[config.mk]
export PLATFORM = sky130hd
export DESIGN_NAME = i2c_cmd_seq
export DESIGN_NICKNAME = d
export VERILOG_FILES = /design/src/rtl/i2c_cmd_seq.sv
export SDC_FILE = /design/constraint.sdc
export NUM_CORES = 1
export LEC_CHECK = 0
export CAP_MARGIN = 20
export CORE_UTILIZATION = 52
export DETAILED_ROUTE_END_ITERATION = 8
export DONT_BUFFER_PORTS = 1
export GPL_ROUTABILITY_DRIVEN = 0
export PLACE_DENSITY = 0.65
export SYNTH_ARGS = -nofsm -noshare
export SYNTH_HDL_FRONTEND = slang
export SYNTH_SLANG_ARGS = --single-unit
[constraint.sdc]
create_clock -name clk -period 7.5 [get_ports clk]
set_clock_uncertainty 0.1 [all_clocks]
set_input_delay 0 -clock clk [delete_from_list [all_inputs] [get_ports clk]]
set_output_delay 0 -clock clk [all_outputs]
set_load 0.03 [all_outputs]
[src/rtl/i2c_cmd_seq.sv]
// i2c_cmd_seq: queues host I2C commands and issues them one at a time to i2c_master (I2C_SEQ_HALT_ON_ERR_EN halts issue while an error is flagged)
module i2c_cmd_seq #(
    parameter int CMD_DEPTH   = 8,
    parameter int RX_DEPTH    = 8,
    parameter int EN_HOLD     = 5,
    parameter int TIMEOUT_CYC = 65535
) (
    input  logic       clk,
    input  logic       rst,
    input  logic       cmd_valid,
    output logic       cmd_ready,
    input  logic       cmd_rw,
    input  logic [6:0] cmd_addr,
    input  logic [7:0] cmd_wdata,
    output logic       rd_valid,
    input  logic       rd_ready,
    output logic [7:0] rd_data,
    output logic [6:0] m_addr,
    output logic [7:0] m_tx_data,
    output logic       m_rw,
    output logic       m_i2c_en,
    input  logic       m_ready,
    input  logic       m_is_nack,
    input  logic [7:0] m_rx_data,
    output logic       busy,
    output logic       nack_err,
    output logic       timeout_err,
    input  logic       err_clr
);
    localparam int CAW = $clog2(CMD_DEPTH);
    localparam int RAW = $clog2(RX_DEPTH);
    localparam int HW  = $clog2(EN_HOLD + 1);
    localparam int TW  = $clog2(TIMEOUT_CYC + 1);

    typedef enum logic [1:0] {IDLE, ISSUE, WAIT, DONE} state_t;
    state_t state, state_n;

    logic [15:0]    cmd_mem [CMD_DEPTH];
    logic [CAW-1:0] cmd_wp, cmd_rp;
    logic [CAW:0]   cmd_cnt;
    logic [15:0]    cmd_head;
    logic           cmd_push, cmd_pop, cmd_empty;

    logic [7:0]     rx_mem [RX_DEPTH];
    logic [RAW-1:0] rx_wp, rx_rp;
    logic [RAW:0]   rx_cnt;
    logic           rx_push, rx_pop, rx_full;

    logic [HW-1:0]  hold_cnt;
    logic [TW-1:0]  wait_cnt;
    logic [7:0]     rx_byte;
    logic           ready_q, nack_seen, complete, timed_out, halt, go;

`ifdef I2C_SEQ_HALT_ON_ERR_EN
    assign halt = nack_err || timeout_err;
`else
    assign halt = 1'b0;
`endif

    assign cmd_empty = cmd_cnt == '0;
    assign cmd_ready = cmd_cnt != (CAW+1)'(CMD_DEPTH);
    assign cmd_head  = cmd_mem[cmd_rp];
    assign cmd_push  = cmd_valid && cmd_ready;
    assign rx_full   = rx_cnt == (RAW+1)'(RX_DEPTH);
    // a read is only issued when its result is guaranteed a slot in the rx FIFO
    assign go        = state == IDLE && !cmd_empty && (!cmd_head[15] || !rx_full) && !halt;
    assign cmd_pop   = go;
    assign rd_valid  = rx_cnt != '0;
    assign rd_data   = rx_mem[rx_rp];
    assign rx_pop    = rd_valid && rd_ready;
    assign rx_push   = state == DONE && m_rw && !nack_seen;
    assign complete  = state == WAIT && m_ready && !ready_q;
    assign timed_out = state == WAIT && !complete && wait_cnt == TW'(TIMEOUT_CYC - 1);
    assign busy      = state != IDLE || !cmd_empty;

    // next-state logic and enable strobe
    always_comb begin
        state_n  = state;
        m_i2c_en = 1'b0;
        unique case (state)
            IDLE:  state_n = go ? ISSUE : IDLE;
            ISSUE: begin
                m_i2c_en = 1'b1;
                state_n  = (hold_cnt == HW'(EN_HOLD - 1)) ? WAIT : ISSUE;
            end
            WAIT:  state_n = complete ? DONE : (timed_out ? IDLE : WAIT);
            DONE:  state_n = IDLE;
        endcase
    end

    // state register
    always_ff @(posedge clk) begin
        if (rst) state <= IDLE;
        else     state <= state_n;
    end

    // command FIFO
    always_ff @(posedge clk) begin
        if (rst) begin
            cmd_wp  <= '0;
            cmd_rp  <= '0;
            cmd_cnt <= '0;
        end else begin
            if (cmd_push) begin
                cmd_mem[cmd_wp] <= {cmd_rw, cmd_addr, cmd_wdata};
                cmd_wp          <= cmd_wp + 1'b1;
            end
            if (cmd_pop) cmd_rp <= cmd_rp + 1'b1;
            cmd_cnt <= cmd_cnt + (CAW+1)'(cmd_push) - (CAW+1)'(cmd_pop);
        end
    end

    // read-data FIFO
    always_ff @(posedge clk) begin
        if (rst) begin
            rx_wp  <= '0;
            rx_rp  <= '0;
            rx_cnt <= '0;
        end else begin
            if (rx_push) begin
                rx_mem[rx_wp] <= rx_byte;
                rx_wp         <= rx_wp + 1'b1;
            end
            if (rx_pop) rx_rp <= rx_rp + 1'b1;
            rx_cnt <= rx_cnt + (RAW+1)'(rx_push) - (RAW+1)'(rx_pop);
        end
    end

    // master-facing command registers, held stable between pops
    always_ff @(posedge clk) begin
        if (rst) begin
            m_rw      <= 1'b0;
            m_addr    <= '0;
            m_tx_data <= '0;
        end else if (cmd_pop) begin
            m_rw      <= cmd_head[15];
            m_addr    <= cmd_head[14:8];
            m_tx_data <= cmd_head[7:0];
        end
    end

    // transaction tracking: enable hold, wait timer, ready edge, nack latch, read byte
    always_ff @(posedge clk) begin
        if (rst) begin
            hold_cnt  <= '0;
            wait_cnt  <= '0;
            ready_q   <= 1'b1;
            nack_seen <= 1'b0;
            rx_byte   <= '0;
        end else begin
            hold_cnt  <= cmd_pop ? '0 : (state == ISSUE ? hold_cnt + 1'b1 : hold_cnt);
            wait_cnt  <= state == WAIT ? wait_cnt + 1'b1 : '0;
            ready_q   <= m_ready;
            nack_seen <= cmd_pop ? 1'b0 : (nack_seen || ((state == ISSUE || state == WAIT) && m_is_nack));
            rx_byte   <= complete ? m_rx_data : rx_byte;
        end
    end

    // sticky error flags; a new error wins over a coincident clear
    always_ff @(posedge clk) begin
        if (rst) begin
            nack_err    <= 1'b0;
            timeout_err <= 1'b0;
        end else begin
            nack_err    <= (state == DONE && nack_seen) ? 1'b1 : (err_clr ? 1'b0 : nack_err);
            timeout_err <= timed_out ? 1'b1 : (err_clr ? 1'b0 : timeout_err);
        end
    end
endmodule

# After elaboration in Yosys (flattened, before gate mapping)
# Memories as Yosys holds them, arrays and structs flattened. A register that Yosys moved wholly into a read port is not among the register bits.
# Cells that the tools add are included.
# totals
reg_bits	69
ram_bits	192
inputBits	31
out_inout_bits	30
word_cells	86
mem_count	2
# mem_list
memory	words	word_bits	read_ports	rd_ports_with_merged_regs	wr	line	rtl
cmd_mem	8	16	1	1	1	38	logic [15:0] cmd_mem [CMD_DEPTH];
rx_mem	8	8	1	1	1	44	logic [7:0] rx_mem [RX_DEPTH];
# op_classes
add_sub_neg	10
n_eq_ne	7
n_mux	19
bitwise_logic	1
reduce_logical	30
# op_table
cell	count
adder 16 x 1 -> 16 bit, second input constant	1
== test 16 bit, second input constant	1
adder 3 x 1 -> 3 bit, second input constant	5
logical AND 1 bit	12
two-way mux 3 bit	4
two-way mux 1 bit	11
adder 4 x 1 -> 4 bit	2
one-hot mux 2 bit (4 select lines)	1
subtractor 4 x 1 -> 4 bit	2
logical NOT 1 bit	6
two-way mux 2 bit	3
nonzero test 2 bit	3
== test 2 bit, second input constant	2
== test 4 bit, second input constant	1
logical NOT 4 bit	1
logical OR 1 bit	4
!= test 4 bit, second input constant	1
nonzero test 4 bit	1
OR reduction 2 bit	2
== test 3 bit, second input constant	1
== test 2 x 1 -> 1 bit, second input constant	1
logical NOT 2 bit	1
NOT 1 bit	1

# Logic depth before layout (Yosys ltp)
# Gate-level depths: netlist of run 1.
# logic_depth
ltp_word	9
depth_mapped	13
ltp_nobuf	12

# Worst setup path before layout of run 1
# Ideal clock, no wire load.
# synth_path
path_type	reg-to-reg
start	register cmd_cnt[2]
end	memory cmd_mem[0][0], enable pin
arrival_ns	3.113
required_time_ns	6.964
slack_ns	3.851
path_stages_with_launch	7
synth_period_minus_slack_ns	3.649
cell_sequence	dfxtp_1 inv_1 ha_1 or3b_2 clkbuf_1 nand2_1 nor4b_1
# synth_between
elab_chain_cells	5
# synth_lines
item	line	rtl
start, declared	40	logic [CAW:0] cmd_cnt;
start signal, assigned	109	cmd_cnt <= cmd_cnt + (CAW+1)'(cmd_push) - (CAW+1)'(cmd_pop);
!= test 4 bit	61	assign cmd_ready = cmd_cnt != (CAW+1)'(CMD_DEPTH);
via cmd_ready	11	output logic cmd_ready,
logical AND 1 bit	63	assign cmd_push = cmd_valid && cmd_ready;
two-way mux 1 bit	104	if (cmd_push) begin
two-way mux 1 bit	99	if (rst) begin
two-way mux 1 bit (implied by the code)	105	cmd_mem[cmd_wp] <= {cmd_rw, cmd_addr, cmd_wdata};
end, declared	38	
# The timed path passes the listed nets, and every way through them passes these cells.

==> flow_summary.yaml, run 1 <==
synth:
  synth_seq_area_share_pct: 67.92
  yosys_warnings: 0
  synth_nets: 732
  synth_edf_count: 192
  async_flop_share_pct: 0
  syn_inst: 675
  ys_types: 50
  avgSynthCellArea_um2: 15.85
  synth_area_leaders: "edfxtp_1, dfxtp_1, mux4_2, ha_1, mux2i_1"
  synth.top_cell.area_share_pct: 53.89
  synth_top_cell_by_area: "edfxtp_1"
  synth_area_um2: 10700
  ys.flop_type: "edfxtp_1"
  synth-seq-cells: 267
timing:
  slew_viol_final: 0
  period_share_pct: 49.49
  setup_tns_ns: 0
  hold_viol: 0
  finalSetupViolCount: 0
  holdWs_ns: 0.02505
  maxSlewHeadroom_pct: 40.32
  rsz0062_at_grt: "false"
  tightest_slew_ns: 0.8918
  fmax_mhz: 269.4
  min_period_ns: 3.712
worst_setup_path:
  r2r_slack_ns: 3.79
  critical_path_class: "reg2reg"
  r2r-end: "cmd_cnt[3]"
  end_kind: "flop"
  start_kind: "flop"
  cp.arrival_ns: 4.02
  rr_worst_depth: 11
  cp_max_fo: 34
  required_ns: 7.81
drt:
  routed_wl_mm: 20.88
  drt_iter0_markers: 383
  vias: 5787
  dr.pass1.iters: 5
  postRouteAntennaNets: 0
  wl_per_cell_um: 20.67
  drc: 0
  viasPerCell: 5.730
placement:
  dp_hpwl_mm: 12.78
  dpl-instance-area_um2: 11050
  numPortBuffers: 0
run:
  max_cap_violations: 0
clocking:
  cts.path.max_buffers: 3
  clock-root-buffer: "clkbuf_16"
  h-tree-depth: 1
  clkSlewWorstSetupHoldPaths_ns: 0.06
  tritoncts: "done"
  worstSkewPairLatency_ns: 0.52
  cts_buffers: 27
  numClockSinks: 267
  cts_resized: 0
  postCtsSetupRepairBufs: 0
floorplan:
  fp.dieW_um: 145.4
  io_pins: 61
  core_um2: 20230
  initial_core_util_pct: 52.88
  dieArea_um2: 21150
  die_y_um: 145.4
  fp-row-count: 52
finish:
  fillers: 1457
  layout_commonest_cell: "edfxtp_1"
  fin_area_um2: 12340
  regArea_um2: 7268
  nNetsFinal: 777
  final_cell_mix: "edfxtp_1, dfxtp_1, nor2_1"
  multi_input_area_um2: 3218
  drive_gt1_share_pct: 18.78
  num_antenna_cells: 0
  syn_to_final_growth_pct: 15.30
hold_path:
  hold_path_depth: 3
  min_path_type: "in2reg"
  hp-start: "cmd_valid"
  min_delay_worst_endpoint: "cmd_mem[4][4]"
run_status:
  outcome: "complete, no violations"
power_and_ir_drop:
  power.density_nw_per_um2: 336.7
  power.leakage_nw: 4.100
  vdd_ir_drop_max_mv: 0.2008
grt:
  grt_pass1_wl_mm: 33.29
  grt_use_total_pct: 20.51
  grt_start_max_net_pins: 62
  grt_overflow_total: 0
  antenna_found_initial: 0
  grt_pass1_vias: 5926
[cells by family after synthesis]
logic type	synth area share, %
xor gates and xnor gates	1.801
adders and majority gates	3.181
DFF	67.92
AOI/OAI and AO/OA	4.081
muxes	12.82
and+or+nand+nor	7.871
buffers and inverters	2.327
[area by class of cell]
cell class                 count  area share, %
inverter                      22         0.6694
multi-input combinational    350          26.09
clock buffer                  36          6.258
clock inverter                13         0.9839
timing repair buffer          52          4.341
tap                          270          2.739
sequential                   267          58.92
[worst max-delay path by stage]
stage,cells past startpoint,from,to
after floorplan,6,cmd_cnt[2],cmd_mem[0][0]
final,11,flop,cmd_cnt[3]
after global placement,9,flop,cmd_cnt[1]
after CTS,11,flop,cmd_cnt[3]
after global routing,11,flop,cmd_cnt[3]
after detailed placement,10,flop,cmd_cnt[3]
[what timing repair did]
item / in CTS / in global routing
setup endpoints to repair: 0 / 0
hold buffers: 35 / 0
endpoints found under the hold margin: 331 / 0
[synth_stat cells (7+ instances only)]
cell type	n
nor2_1	53
dfxtp_1	75
nor3_1	11
ha_1	24
a21oi_1	20
edfxtp_1	192
clkbuf_1	20
mux4_2	46
inv_1	21
mux2_2	11
nor4_1	17
or3_1	7
nand3_1	25
mux2i_1	20
nand2_1	36
xor2_1	16
a2111oi_2	9
[power by group]
group / switching (mW) / internal, mW
logic: 0.532 / 0.452
clock network: 0.536 / 0.791
registers: 0.165 / 1.68
total: 1.23 / 2.92
[through the flow]
stage	cells	total power, mW	utilization [%]	setup WS (ns)
floorplan	675	2.645	-	3.851
global placement	924	2.787	54.46	3.859
detailed placement	925	2.841	54.59	3.718
CTS	1009	4.193	60.83	3.712
global route	1010	4.359	60.96	3.463
finish	1010	4.154	60.96	3.788
[per-layer routing]
metal,vias to the layer above,GRT usage (%),wire (um)
li1,2681,-,-
met1,2944,27.50,8864
met2,139,34.47,10410
met3,23,4.514,1322
met4,0,4.737,280
met5,-,0,0
[critical path, stage by stage, from the launching register on]
cell     delay (ns)
dfxtp_2        0.31
buf_4          0.52
mux2_2         0.42
o22ai_2        0.64
o31a_4         0.49
ha_1           0.22
inv_1          0.07
ha_1           0.28
a21o_1         0.16
a21oi_1        0.16
xnor2_1        0.14
nor2_1         0.06
[registers in the layout (all words and copies together), names as in the netlist, named ones only]
name and count:
cmd_mem 128, rx_mem 64, wait_cnt 16, m_tx_data 8
rx_byte 8, m_addr 7, cmd_cnt 4, rx_cnt 4
cmd_rp 3, cmd_wp 3, hold_cnt 3, rx_rp 3
rx_wp 3, state 2, m_rw 1, nack_err 1
nack_seen 1, ready_q 1, timeout_err 1
No activity file was read; power rests on OpenSTA's default activity.
==> inputs of run 2 (changes only) <==
- PLACE_DENSITY: 0.65 -> 0.68
- clock period: 7.5 -> 3.1 ns (I/O delays scaled with it)
==> run 2 against run 1 <==
  * Non-clock buffer count up 21
  * Final area is 1.6% higher
  * First-iteration DRC count rose by 19%
  * Via count grew 3.0%
  * Largest cell class unchanged
  * Largest power group unchanged
  * Highest routed layer unchanged
==> flow_summary.yaml, run 2 (same netlist as run 1, synthesis figures left out) <==
floorplan:
  fp.dieW_um: 145.4
  io_pins: 61
  core_um2: 20230
  dieArea_um2: 21150
  initial_core_util_pct: 52.88
  die_y_um: 145.4
  fp-row-count: 52
worst_setup_path:
  r2r-start: "rx_cnt[2]"
  worst-path-buf-inv: 4
  crit_top_cell: "inv_1"
  worstPathCellList: "inv_1 > ha_1 > or3b_2 > nand2_1 > inv_1 > ha_1 > inv_1 > ha_1 > inv_1 > fa_1 > xor2_1 > nor2_1"
  rr_worst_depth: 12
  path_delay_family: "adder cells"
  cp_max_fo: 4
  cp.arrival_ns: 3.02
  start_kind: "flop"
  critical_path_class: "reg2reg"
  cp_slowest_cell: "or3b_2"
  path_depth: 12
  required_ns: 3.40
  startpoint: "rx_cnt[2]"
  crit_path_max_incr_delay_ns: 0.58
  end_kind: "flop"
clocking:
  postCtsSetupRepairBufs: 0
  clkSlewWorstSetupHoldPaths_ns: 0.06
  ctsHoldBuffers: 46
  cts_buffers: 27
  clock-root-buffer: "clkbuf_16"
  worstSkewPairLatency_ns: 0.53
  tritoncts: "done"
  cts.path.max_buffers: 3
  h-tree-depth: 1
  numClockSinks: 267
  cts_resized: 0
drt:
  dr.pass1.iters: 5
  routed_wl_mm: 21.31
  postRouteAntennaNets: 0
  drc: 0
  viasPerCell: 5.778
  vias: 5963
  wl_per_cell_um: 20.65
  drt_iter0_markers: 456
hold_path:
  hp-start: "m_ready"
  hold_path_depth: 2
  min_path_type: "in2reg"
run_status:
  outcome: "complete, no violations"
finish:
  largest_reg_flops: 128
  layout_commonest_cell: "edfxtp_1"
  syn_to_final_growth_pct: 17.12
  fin_cells: 1032
  nNetsFinal: 798
  final_cell_mix: "edfxtp_1, dfxtp_1, nor2_1"
  num_antenna_cells: 0
  drive_gt1_share_pct: 19.95
  fin_area_um2: 12530
  largest_registers: "cmd_mem x128, rx_mem x64, wait_cnt x16"
  largest-register: "cmd_mem"
timing:
  hold_viol: 0
  tightest_slew_ns: 0.8887
  setup_tns_ns: 0
  min_period_ns: 2.715
  slew_viol_final: 0
  fmax_mhz: 368.3
  period_share_pct: 87.58
  maxSlewHeadroom_pct: 40.53
  rsz0062_at_grt: "false"
  finalSetupViolCount: 0
grt:
  grt_pass1_vias: 6295
  grt_pass1_wl_mm: 34.20
  grt_overflow_total: 0
  antenna_found_initial: 0
  grt_use_total_pct: 20.91
  grt_start_max_net_pins: 62
run:
  max_cap_violations: 0
placement:
  dp_hpwl_mm: 12.96
  numPortBuffers: 0
  dpl-instance-area_um2: 11140
  dp.cells: 936
power_and_ir_drop:
  power_mw: 10.17
  power.density_nw_per_um2: 812.0
  vdd_ir_drop_max_mv: 0.5686
  power.leakage_nw: 4.106
==> run 2: cell types whose count changed in the layout (fill, tap and decap cells not counted), sizes merged <==
cell,previous run,this run
buf,18,28
bufinv,2,4
clkbuf,36,28
clkinv,9,11
clkinvlp,2,6
dlygate4sd3,34,45
inv,22,23
==> run 2: per-stage QoR <==
step	worst slack (ns)	util [%]	hold slack, ns
after floorplan	0.04143	-	-0.001131
after global placement	0.5274	55.08	-0.02587
after detailed placement	0.4063	55.08	-0.02303
after CTS	0.3778	61.93	0.001514
after global routing	0.1901	61.93	0.01933
final	0.3850	61.93	0.02827
==> run 2: cell type report <==
| type | count | area, um2 |
|---|---|---|
| inverter | 22 | 82.58 |
| clock inverter | 22 | 229.0 |
| multi-input combinational | 350 | 3253 |
| tap | 270 | 337.8 |
| fill | 1457 | 7704 |
| clock buffer | 28 | 679.4 |
| timing repair buffer | 73 | 680.7 |
| sequential | 267 | 7268 |
==> run 2: routing by layer <==
layer,vias up,wire (um),track usage (%),share of wire [%]
met4,0,411,5.842,1.9
li1,2731,-,-,-
met1,3034,8691,26.99,41
met5,-,0,0,0
met3,36,1253,3.981,5.9
met2,162,10960,36.27,51
==> run 2: power by group <==
group          total (mW)  switching, mW  internal, mW
sequential           4.45          0.395          4.06
clock                3.27           1.34          1.94
combinational        2.45           1.34          1.11
total                10.2           3.07          7.11
==> run 2: worst paths after layout <==
kind	endpoint	slack (ns)
min reg2reg	wait_cnt[0]	0.36
max reg2reg	rx_cnt[2]	0.39
min	ready_q	0.03
max	rx_cnt[2]	0.39
==> run 2: worst reg2reg max path: stages, from the launching register on <==
cell and delay [ns]:
dfxtp_1 0.31, inv_1 0.11, ha_1 0.15, or3b_2 0.58, nand2_1 0.17, inv_1 0.06, ha_1 0.26, inv_1 0.06
ha_1 0.16, inv_1 0.06, fa_1 0.38, xor2_1 0.14, nor2_1 0.06
==> inputs of run 3 (changes only) <==
- CORE_MARGIN: unset -> 10
==> run 3 against run 2 <==
  * Hold slack worse by 0.0053 ns
  * Largest power group unchanged
  * Count of clock-buffer cells in the layout is 13 higher
  * Sequential share of layout area grew 0.35 points
  * Fmax fell by 1.6%
  * Setup slack got worse by 0.045 ns
  * Largest cell class unchanged
  * Critical path depth down 1
  * Combinational power hardly changed
==> flow_summary.yaml, run 3 (same netlist as run 1, synthesis figures left out) <==
floorplan:
  initial_core_util_pct: 52.88
  io_pins: 61
  core_um2: 20230
  fp.dieW_um: 163.4
  die_y_um: 163.4
  dieArea_um2: 26710
  fp-row-count: 52
timing:
  period_share_pct: 89.04
  min_period_ns: 2.760
  slew_viol_final: 0
  rsz0062_at_grt: "false"
  tightest_slew_ns: 0.7486
  maxSlewHeadroom_pct: 50.03
  finalSetupViolCount: 0
  hold_viol: 0
  fmax_mhz: 362.3
  setup_tns_ns: 0
drt:
  dr.pass1.iters: 5
  viasPerCell: 5.677
  postRouteAntennaNets: 0
  wl_per_cell_um: 20.42
  drc: 0
  vias: 5836
  drt_iter0_markers: 506
  routed_wl_mm: 20.99
worst_setup_path:
  r2r_slack_ns: 0.34
  rr_worst_depth: 11
  cp_slowest_cell: "or3b_2"
  r2r-end: "cmd_cnt[3]"
  start_kind: "flop"
  critical_path_class: "reg2reg"
  cp_max_fo: 6
  end_kind: "flop"
  crit_path_max_incr_delay_ns: 0.60
  crit_top_cell: "ha_1"
  required_ns: 3.41
  worstPathCellList: "inv_1 > ha_1 > or3b_2 > nand2_1 > ha_1 > inv_1 > ha_1 > a21o_1 > a21oi_1 > xnor2_1 > nor2_1"
  cp.arrival_ns: 3.07
  r2r-start: "cmd_cnt[2]"
clocking:
  h-tree-depth: 1
  cts.path.max_buffers: 3
  tritoncts: "done"
  numClockSinks: 267
  cts_buffers: 27
  clock-root-buffer: "clkbuf_16"
  worstSkewPairLatency_ns: 0.53
  clkSlewWorstSetupHoldPaths_ns: 0.06
grt:
  grt_pass1_wl_mm: 33.67
  grt_pass1_vias: 6128
  antenna_found_initial: 0
  grt_use_total_pct: 15.92
  grt_overflow_total: 0
  grt_start_max_net_pins: 62
power_and_ir_drop:
  vdd_ir_drop_max_mv: 0.5987
  power.leakage_nw: 4.178
  power_mw: 10.07
  power.density_nw_per_um2: 808.7
finish:
  nNetsFinal: 794
  postLayoutCoreUtil_pct: 61.56
  drive_gt1_share_pct: 19.13
  largest_reg_flops: 128
  largest-register: "cmd_mem"
  layout_commonest_cell: "edfxtp_1"
  multi_input_area_um2: 3253
  regArea_um2: 7268
  fillers: 1462
  fin_cells: 1028
  syn_to_final_growth_pct: 16.42
  num_antenna_cells: 0
  final_cell_mix: "edfxtp_1, dfxtp_1, nor2_1"
  largest_registers: "cmd_mem x128, rx_mem x64, wait_cnt x16"
hold_path:
  min_path_type: "in2reg"
  hold_path_depth: 2
  hp-start: "m_ready"
  min_delay_worst_endpoint: "ready_q"
run:
  max_cap_violations: 0
run_status:
  outcome: "complete, no violations"
placement:
  numPortBuffers: 0
  dp_hpwl_mm: 13.24
  dp.cells: 937
[run 3: repair_timing]
action                                 in CTS  in global routing
buffers inserted                            0                  0
hold buffers                               41                  0
resized for setup                           0                  0
endpoints found under the hold margin     331                  0
[run 3: how the worst max path moves through the flow]
stage	end	startpoint
6_report	cmd_cnt[3]	cmd_cnt[2]
3_5_place_dp	cmd_cnt[1]	cmd_cnt[2]
3_3_place_gp	cmd_cnt[1]	cmd_cnt[2]
2_1_floorplan	cmd_mem[1][0]	cmd_cnt[2]
5_1_grt	cmd_cnt[1]	cmd_cnt[2]
4_1_cts	cmd_cnt[1]	cmd_cnt[2]
[run 3: metrics by stage]
stage               setup slack, ns  instance area, um2  hold slack, ns
finish                       0.3397               12460         0.02292
global route                 0.1948               12460         0.01721
global placement             0.4475               11150        -0.02041
floorplan                   0.04143               10720       -0.001131
CTS                          0.3452               12460        0.002410
detailed placement           0.3694               11150        -0.01902
[run 3: power breakdown]
part           internal [mW]  total [mW]  switching [mW]
Combinational           1.11        2.45            1.34
Sequential              4.06        4.44           0.379
Clock                   1.91        3.18            1.27
Total                   7.08        10.1            2.99
[run 3: layout make-up]
cell class | count | area share (%)
inverter | 22 | 0.6630
clock buffer | 41 | 6.007
sequential | 267 | 58.35
timing repair buffer | 69 | 5.123
clock inverter | 9 | 1.025
multi-input combinational | 350 | 26.12
tap | 270 | 2.712
[run 3: worst max-delay path, delay by kind of cell (launching register included)]
family	cells	cell delay, ns
and+or+nand+nor	3	0.96
buffers and inverters	2	0.17
DFF	1	0.30
adders and majority gates	3	0.62
AOI/OAI and AO/OA	2	0.33
xor gates and xnor gates	1	0.14
[run 3: per-layer routing]
| layer | wire (um) | GRT usage, % | share of wire, % | vias to the layer above |
|---|---|---|---|---|
| li1 | - | - | - | 2711 |
| met1 | 8844 | 20.35 | 42 | 2958 |
| met2 | 10590 | 27.14 | 50 | 132 |
| met3 | 1078 | 3.146 | 5.1 | 35 |
| met4 | 485 | 4.221 | 2.3 | 0 |
| met5 | 0 | 0 | 0 | - |
